### config.mk
export PLATFORM = sky130hd
export DESIGN_NAME = bus_arbiter_flat
export DESIGN_NICKNAME = d
export VERILOG_FILES = /design/src/rtl/bus_arbiter_pkg.sv /design/src/rtl/bus_arbiter_if.sv /design/src/rtl/bus_rr_pick.sv /design/src/rtl/bus_arbiter.sv /design/src/flat_wrapper.sv
export SDC_FILE = /design/constraint.sdc
export NUM_CORES = 1
export LEC_CHECK = 0
export BUFFER_PORTS_ARGS = -buffer_cell sky130_fd_sc_hd__buf_2
export CAP_MARGIN = 20
export CORE_MARGIN = 2
export CORE_UTILIZATION = 52
export DETAILED_ROUTE_END_ITERATION = 12
export MAX_ROUTING_LAYER = met4
export PLACE_DENSITY = 0.84
export SLEW_MARGIN = 40
export SYNTH_ARGS = -nofsm -noshare
export SYNTH_HDL_FRONTEND = slang
export SYNTH_SLANG_ARGS = --single-unit
### constraint.sdc
create_clock -name clk -period 2.6 [get_ports clk]
set_clock_uncertainty 0.2 [all_clocks]
set_input_delay 0.39 -clock clk [delete_from_list [all_inputs] [get_ports clk]]
set_output_delay 0.39 -clock clk [all_outputs]
set_load 0.1 [all_outputs]
### src/rtl/bus_arbiter_pkg.sv
// bus_arbiter_pkg: owner encoding, hold-limit default and active-low bus levels shared by the bus arbiter.
package bus_arbiter_pkg;
    localparam int BUS_OWNER_W = 2;
    typedef logic [BUS_OWNER_W-1:0] bus_owner_t;
    localparam bus_owner_t BUS_OWNER_MASTER_0 = 2'd0;
    localparam bus_owner_t BUS_OWNER_MASTER_1 = 2'd1;
    localparam bus_owner_t BUS_OWNER_MASTER_2 = 2'd2;
    localparam bus_owner_t BUS_OWNER_MASTER_3 = 2'd3;
    localparam int BUS_HOLD_LIMIT_DEFAULT = 16;
    localparam logic ENABLE_  = 1'b0;
    localparam logic DISABLE_ = 1'b1;
endpackage

### src/rtl/bus_arbiter_if.sv
// bus_arbiter_if: request/grant lines between the four bus masters and the arbiter.
interface bus_arbiter_if;
    import bus_arbiter_pkg::*;
    logic m0_req_, m1_req_, m2_req_, m3_req_;
    logic s_as_;
    logic m0_grnt_, m1_grnt_, m2_grnt_, m3_grnt_;
    bus_owner_t owner;
    logic preempt;
    modport master (
        output m0_req_, m1_req_, m2_req_, m3_req_, s_as_,
        input  m0_grnt_, m1_grnt_, m2_grnt_, m3_grnt_, owner, preempt
    );
    modport slave (
        input  m0_req_, m1_req_, m2_req_, m3_req_, s_as_,
        output m0_grnt_, m1_grnt_, m2_grnt_, m3_grnt_, owner, preempt
    );
endinterface

### src/rtl/bus_rr_pick.sv
// bus_rr_pick: finds the first requester after the current owner in round-robin order.
module bus_rr_pick
    import bus_arbiter_pkg::*;
(
    input  bus_owner_t owner,
    input  logic [3:0] req_,
    output bus_owner_t next,
    output logic       others_req
);
    // Scan farthest first so the nearest requester overwrites and wins.
    always_comb begin
        next = owner;
        others_req = 1'b0;
        for (int k = 3; k >= 1; k--) begin
            if (req_[bus_owner_t'(owner + 2'(k))] == ENABLE_) begin
                next = bus_owner_t'(owner + 2'(k));
                others_req = 1'b1;
            end
        end
    end
endmodule

### src/rtl/bus_arbiter.sv
// bus_arbiter: round-robin owner of the shared four-master bus with parking and hold-limit preemption.
module bus_arbiter
    import bus_arbiter_pkg::*;
#(
    parameter int HOLD_LIMIT = BUS_HOLD_LIMIT_DEFAULT
) (
    input logic         clk,
    input logic         reset_,
    bus_arbiter_if.slave bus
);
    localparam int CW = (HOLD_LIMIT == 0) ? 1 : $clog2(HOLD_LIMIT + 1);
    localparam logic [CW-1:0] LIM = CW'(HOLD_LIMIT);
    logic [3:0] req_;
    bus_owner_t owner_q, owner_d, next;
    logic [CW-1:0] hold_cnt, hold_d;
    logic preempt_q, others_req, own_req, release_ho, force_ho;
    assign req_ = {bus.m3_req_, bus.m2_req_, bus.m1_req_, bus.m0_req_};
    bus_rr_pick u_pick (
        .owner      (owner_q),
        .req_       (req_),
        .next       (next),
        .others_req (others_req)
    );
    // A release in the same cycle as the limit is an ordinary handover, so force requires the owner still requesting.
    always_comb begin
        own_req    = req_[owner_q] == ENABLE_;
        release_ho = !own_req && others_req;
        force_ho   = (HOLD_LIMIT != 0) && own_req && others_req && hold_cnt == LIM && bus.s_as_ == DISABLE_;
        owner_d    = (release_ho || force_ho) ? next : owner_q;
        hold_d     = (owner_d != owner_q || !others_req) ? '0 :
                     (own_req && hold_cnt != LIM) ? hold_cnt + 1'b1 : hold_cnt;
    end
    always_ff @(posedge clk or negedge reset_) begin
        if (!reset_) begin
            owner_q   <= BUS_OWNER_MASTER_0;
            hold_cnt  <= '0;
            preempt_q <= 1'b0;
        end else begin
            owner_q   <= owner_d;
            hold_cnt  <= hold_d;
            preempt_q <= force_ho;
        end
    end
    assign bus.m0_grnt_ = (owner_q == BUS_OWNER_MASTER_0) ? ENABLE_ : DISABLE_;
    assign bus.m1_grnt_ = (owner_q == BUS_OWNER_MASTER_1) ? ENABLE_ : DISABLE_;
    assign bus.m2_grnt_ = (owner_q == BUS_OWNER_MASTER_2) ? ENABLE_ : DISABLE_;
    assign bus.m3_grnt_ = (owner_q == BUS_OWNER_MASTER_3) ? ENABLE_ : DISABLE_;
    assign bus.owner    = owner_q;
    assign bus.preempt  = preempt_q;
endmodule

### src/flat_wrapper.sv
// flat-port wrapper written by rule: the top's interface ports become plain ports
module bus_arbiter_flat import bus_arbiter_pkg::*;
#(
    parameter int HOLD_LIMIT = BUS_HOLD_LIMIT_DEFAULT
)
  (clk, reset_, bus_m0_req_, bus_m1_req_, bus_m2_req_, bus_m3_req_, bus_s_as_, bus_m0_grnt_, bus_m1_grnt_, bus_m2_grnt_, bus_m3_grnt_, bus_owner, bus_preempt);
  bus_arbiter_if bus_i ();
  input logic clk;
  input logic reset_;
  input wire logic [$bits(bus_i.m0_req_)-1:0] bus_m0_req_;
  input wire logic [$bits(bus_i.m1_req_)-1:0] bus_m1_req_;
  input wire logic [$bits(bus_i.m2_req_)-1:0] bus_m2_req_;
  input wire logic [$bits(bus_i.m3_req_)-1:0] bus_m3_req_;
  input wire logic [$bits(bus_i.s_as_)-1:0] bus_s_as_;
  output wire logic [$bits(bus_i.m0_grnt_)-1:0] bus_m0_grnt_;
  output wire logic [$bits(bus_i.m1_grnt_)-1:0] bus_m1_grnt_;
  output wire logic [$bits(bus_i.m2_grnt_)-1:0] bus_m2_grnt_;
  output wire logic [$bits(bus_i.m3_grnt_)-1:0] bus_m3_grnt_;
  output wire logic [$bits(bus_i.owner)-1:0] bus_owner;
  output wire logic [$bits(bus_i.preempt)-1:0] bus_preempt;
  assign bus_i.m0_req_ = bus_m0_req_;
  assign bus_i.m1_req_ = bus_m1_req_;
  assign bus_i.m2_req_ = bus_m2_req_;
  assign bus_i.m3_req_ = bus_m3_req_;
  assign bus_i.s_as_ = bus_s_as_;
  assign bus_m0_grnt_ = bus_i.m0_grnt_;
  assign bus_m1_grnt_ = bus_i.m1_grnt_;
  assign bus_m2_grnt_ = bus_i.m2_grnt_;
  assign bus_m3_grnt_ = bus_i.m3_grnt_;
  assign bus_owner = bus_i.owner;
  assign bus_preempt = bus_i.preempt;
  bus_arbiter #(.HOLD_LIMIT(HOLD_LIMIT)) u_core (.clk(clk), .reset_(reset_), .bus(bus_i));
endmodule
==> reports/results.tsv <==
stage	metric	value	unit
final_layout	synthToLayoutAreaGrowth	16.67	%
critical_path	startpoint_type	flip-flop	
final_layout	drive_above_1_share	25.27	%
global_route	grt_max_degree	16	
sta	final-max-slew-violation-count	0	
clocking	numCtsBuffers	3	
yosys	syn-instance-count	74	
critical_path	cpMostUsedCell	a21oi_1	
detailed_routing	vias	616	
critical_path	path_cells	inv_1 -> ha_1 -> a21oi_1 -> a221o_2 -> a21oi_1 -> nor3_1	
sta	max-slew-margin-rel	67.56	%
clocking	clkTransAtPathRegs	60	ps
placed_design	port_buffers	13	
final_layout	final_nets	105	
yosys	yosysMostFrequentCell	inv_1	
yosys	synth-seq-cells	8	
sta	fin_setup_tns	0	ps
clocking	h-tree-depth	1	
placed_design	post-dp-hpwl	1050	um
yosys	synth_ff_type	dfrtp_1	
yosys	synthTopCellsByCount	inv_1, dfrtp_1, ha_1, nand2_1	
global_route	antenna_found_initial	0	
floorplanning	io_pins	14	
critical_path	crit_family	compound AO/OA/AOI/OAI gates	
yosys	netlist.area_leader.share	29.30	%
detailed_routing	routed_wl	1355	um
yosys	syn_avg_cell_area	9.232	sq um
detailed_routing	viasPerCell	5.811	
global_route	grt_use_total	19.67	%
critical_path	critPathCaptureType	flip-flop	
critical_path	path_buf_inv	1	
clocking	cts_sinks	8	
critical_path	crit_path_max_incr_delay	510	ps
yosys	synth-async-reset-ratio	100.0	%
critical_path	worst-path-max-fanout	15	
final_layout	final_util	62.82	%
yosys	yosysSeqAreaShare	29.30	%
yosys	synth_cell_types	30	
sta	finalSetupViolCount	0	
hold_path	holdCritStartpoint	bus_s_as_	
detailed_routing	antenna_left	0	
critical_path	slowest_stage	dfrtp_2	
global_route	grt-ovfl-total	0	
floorplanning	rows	13	
floorplanning	core-area	1269	sq um
final_layout	fillCellCount	110	
status	status	complete, no violations	
yosys	synth_warnings	0	
global_route	grt_pass1_vias	520	
clocking	cts_tree	built	
floorplanning	fp.dieArea	1620	sq um
detailed_routing	post_drt_wl_per_cell	12.78	um
critical_path	r2r_start	u_core.bus.owner[0]	
critical_path	worstSetupStartpoint	u_core.bus.owner[0]	
critical_path	critPathKind	reg2reg	
clocking	postCtsSetupRepairBufs	0	
placed_design	place_ws	344.9	ps
detailed_routing	drc_errors	0	
floorplanning	start_util	53.85	%
clocking	clockRootBuffer	clkbuf_4	
sta	period_share	87.56	%
floorplanning	fp.dieW	40.25	um
sta	fin_ws	323.5	ps
sta	fmax	439.3	MHz
sta	rsz0062_at_grt	false	
yosys	netlist_top_cells_area	dfrtp_1, ha_1, xnor2_1	
clocking	insertion_delay	260	ps
sta	worstMarginPinSlew	490.0	ps
yosys	synth_area	683.2	sq um
global_route	grt_pass1_wl	2097	um
run	drv_cap	0	
critical_path	worst_ep_arrival_time	2190	ps
clocking	clockBufferDepth	2	
sta	post-route-min-period	2277	ps
yosys	synth_top_area_cell	dfrtp_1	
final_layout	n_antenna_cell	0	
floorplanning	die_h	40.25	um
critical_path	cp_data_required_time	2510	ps
detailed_routing	drt_pass1_iterations	4	
sta	hold_viol_final	0	
yosys	syn_nets	87	
yosys	synth-edff-count	0	
detailed_routing	drt_iter0_drc	27	
placed_design	gp_congestion	0.8966	
hold_path	hp-class	in2reg	
==> kinds of logic (layout without fill, tap and decap cells) <==
| kind of cell | count (synthesis) | count (layout) | share of synthesized area, % |
|---|---|---|---|
| xor gates and xnor gates | 4 | 4 | 5.128 |
| adders and majority gates | 6 | 6 | 10.99 |
| and+or+nand+nor | 23 | 23 | 16.48 |
| muxes | 5 | 5 | 11.54 |
| AOI/OAI and AO/OA | 17 | 17 | 19.23 |
| DFF | 8 | 8 | 29.30 |
| buffers and inverters | 11 | 28 | 7.325 |
==> cell type report <==
type	count	area [sq um]	share of cell area [%]
clock buffer	4	26.28	3.297
sequential	8	202.7	25.43
inverter	9	33.78	4.239
multi-input combinational	55	432.9	54.32
timing repair buffer	15	82.58	10.36
tap	15	18.77	2.355
==> per-layer routing <==
layer / vias to the layer above / share of wire [%] / GRT usage (%) / wire length [um]
met1: 290 / 46 / 25.77 / 622
met5: - / 0 / - / 0
li1: 305 / - / - / -
met3: 2 / 5.8 / 1.667 / 78
met4: 0 / 0.37 / 7.500 / 5
met2: 19 / 48 / 31.45 / 648
==> stage by stage <==
step	instances	hold WS, ps	cell area [sq um]
2_1_floorplan	74	-105.6	685.7
3_3_place_gp	101	35.49	760.7
3_5_place_dp	101	39.44	760.7
4_1_cts	106	170.1	797.0
5_1_grt	106	174.8	797.0
6_report	106	174.9	797.0
==> placed cells by master (no fill, tap or decap), types with 2 or more instances in the layout <==
cell type,n
buf_2,13
inv_1,9
nand2_1,6
ha_1,6
dfrtp_1,6
nor2_1,5
nor3_1,5
xnor2_1,4
mux2i_1,3
nand3_1,3
a21oi_1,3
clkbuf_4,3
a211oi_1,2
o21ai_0,2
dfrtp_2,2
==> worst min-delay path: stages <==
cell       delay [ps]
buf_2             100
nand2_1            50
a2111oi_0          50
==> final timing paths <==
kind | endpoint | slack, ps | cells after the start
max | u_core.hold_cnt[3] | 320 | 6
min | u_core.bus.preempt | 170 | 3
max reg2reg | u_core.hold_cnt[3] | 320 | 6
min reg2reg | u_core.hold_cnt[4] | 360 | 2
max in group asynchronous | u_core.bus.owner[1] | 1720 | 2
min in group asynchronous | u_core.bus.preempt | 300 | 2
==> state kept, by name, summed over array words and instances (netlist names) <==
signal,flops
u_core.bus.owner,2
u_core.bus.preempt,1
u_core.hold_cnt,5
==> repair_timing <==
item / in CTS / in global routing
endpoints found under the hold margin: 8 / 0
resized for setup: 0 / 0
hold buffers: 1 / 0
Power is left out: the tool's default activity adds up to more than one toggle a clock period on the data nets, which glitch-free logic cannot reach.
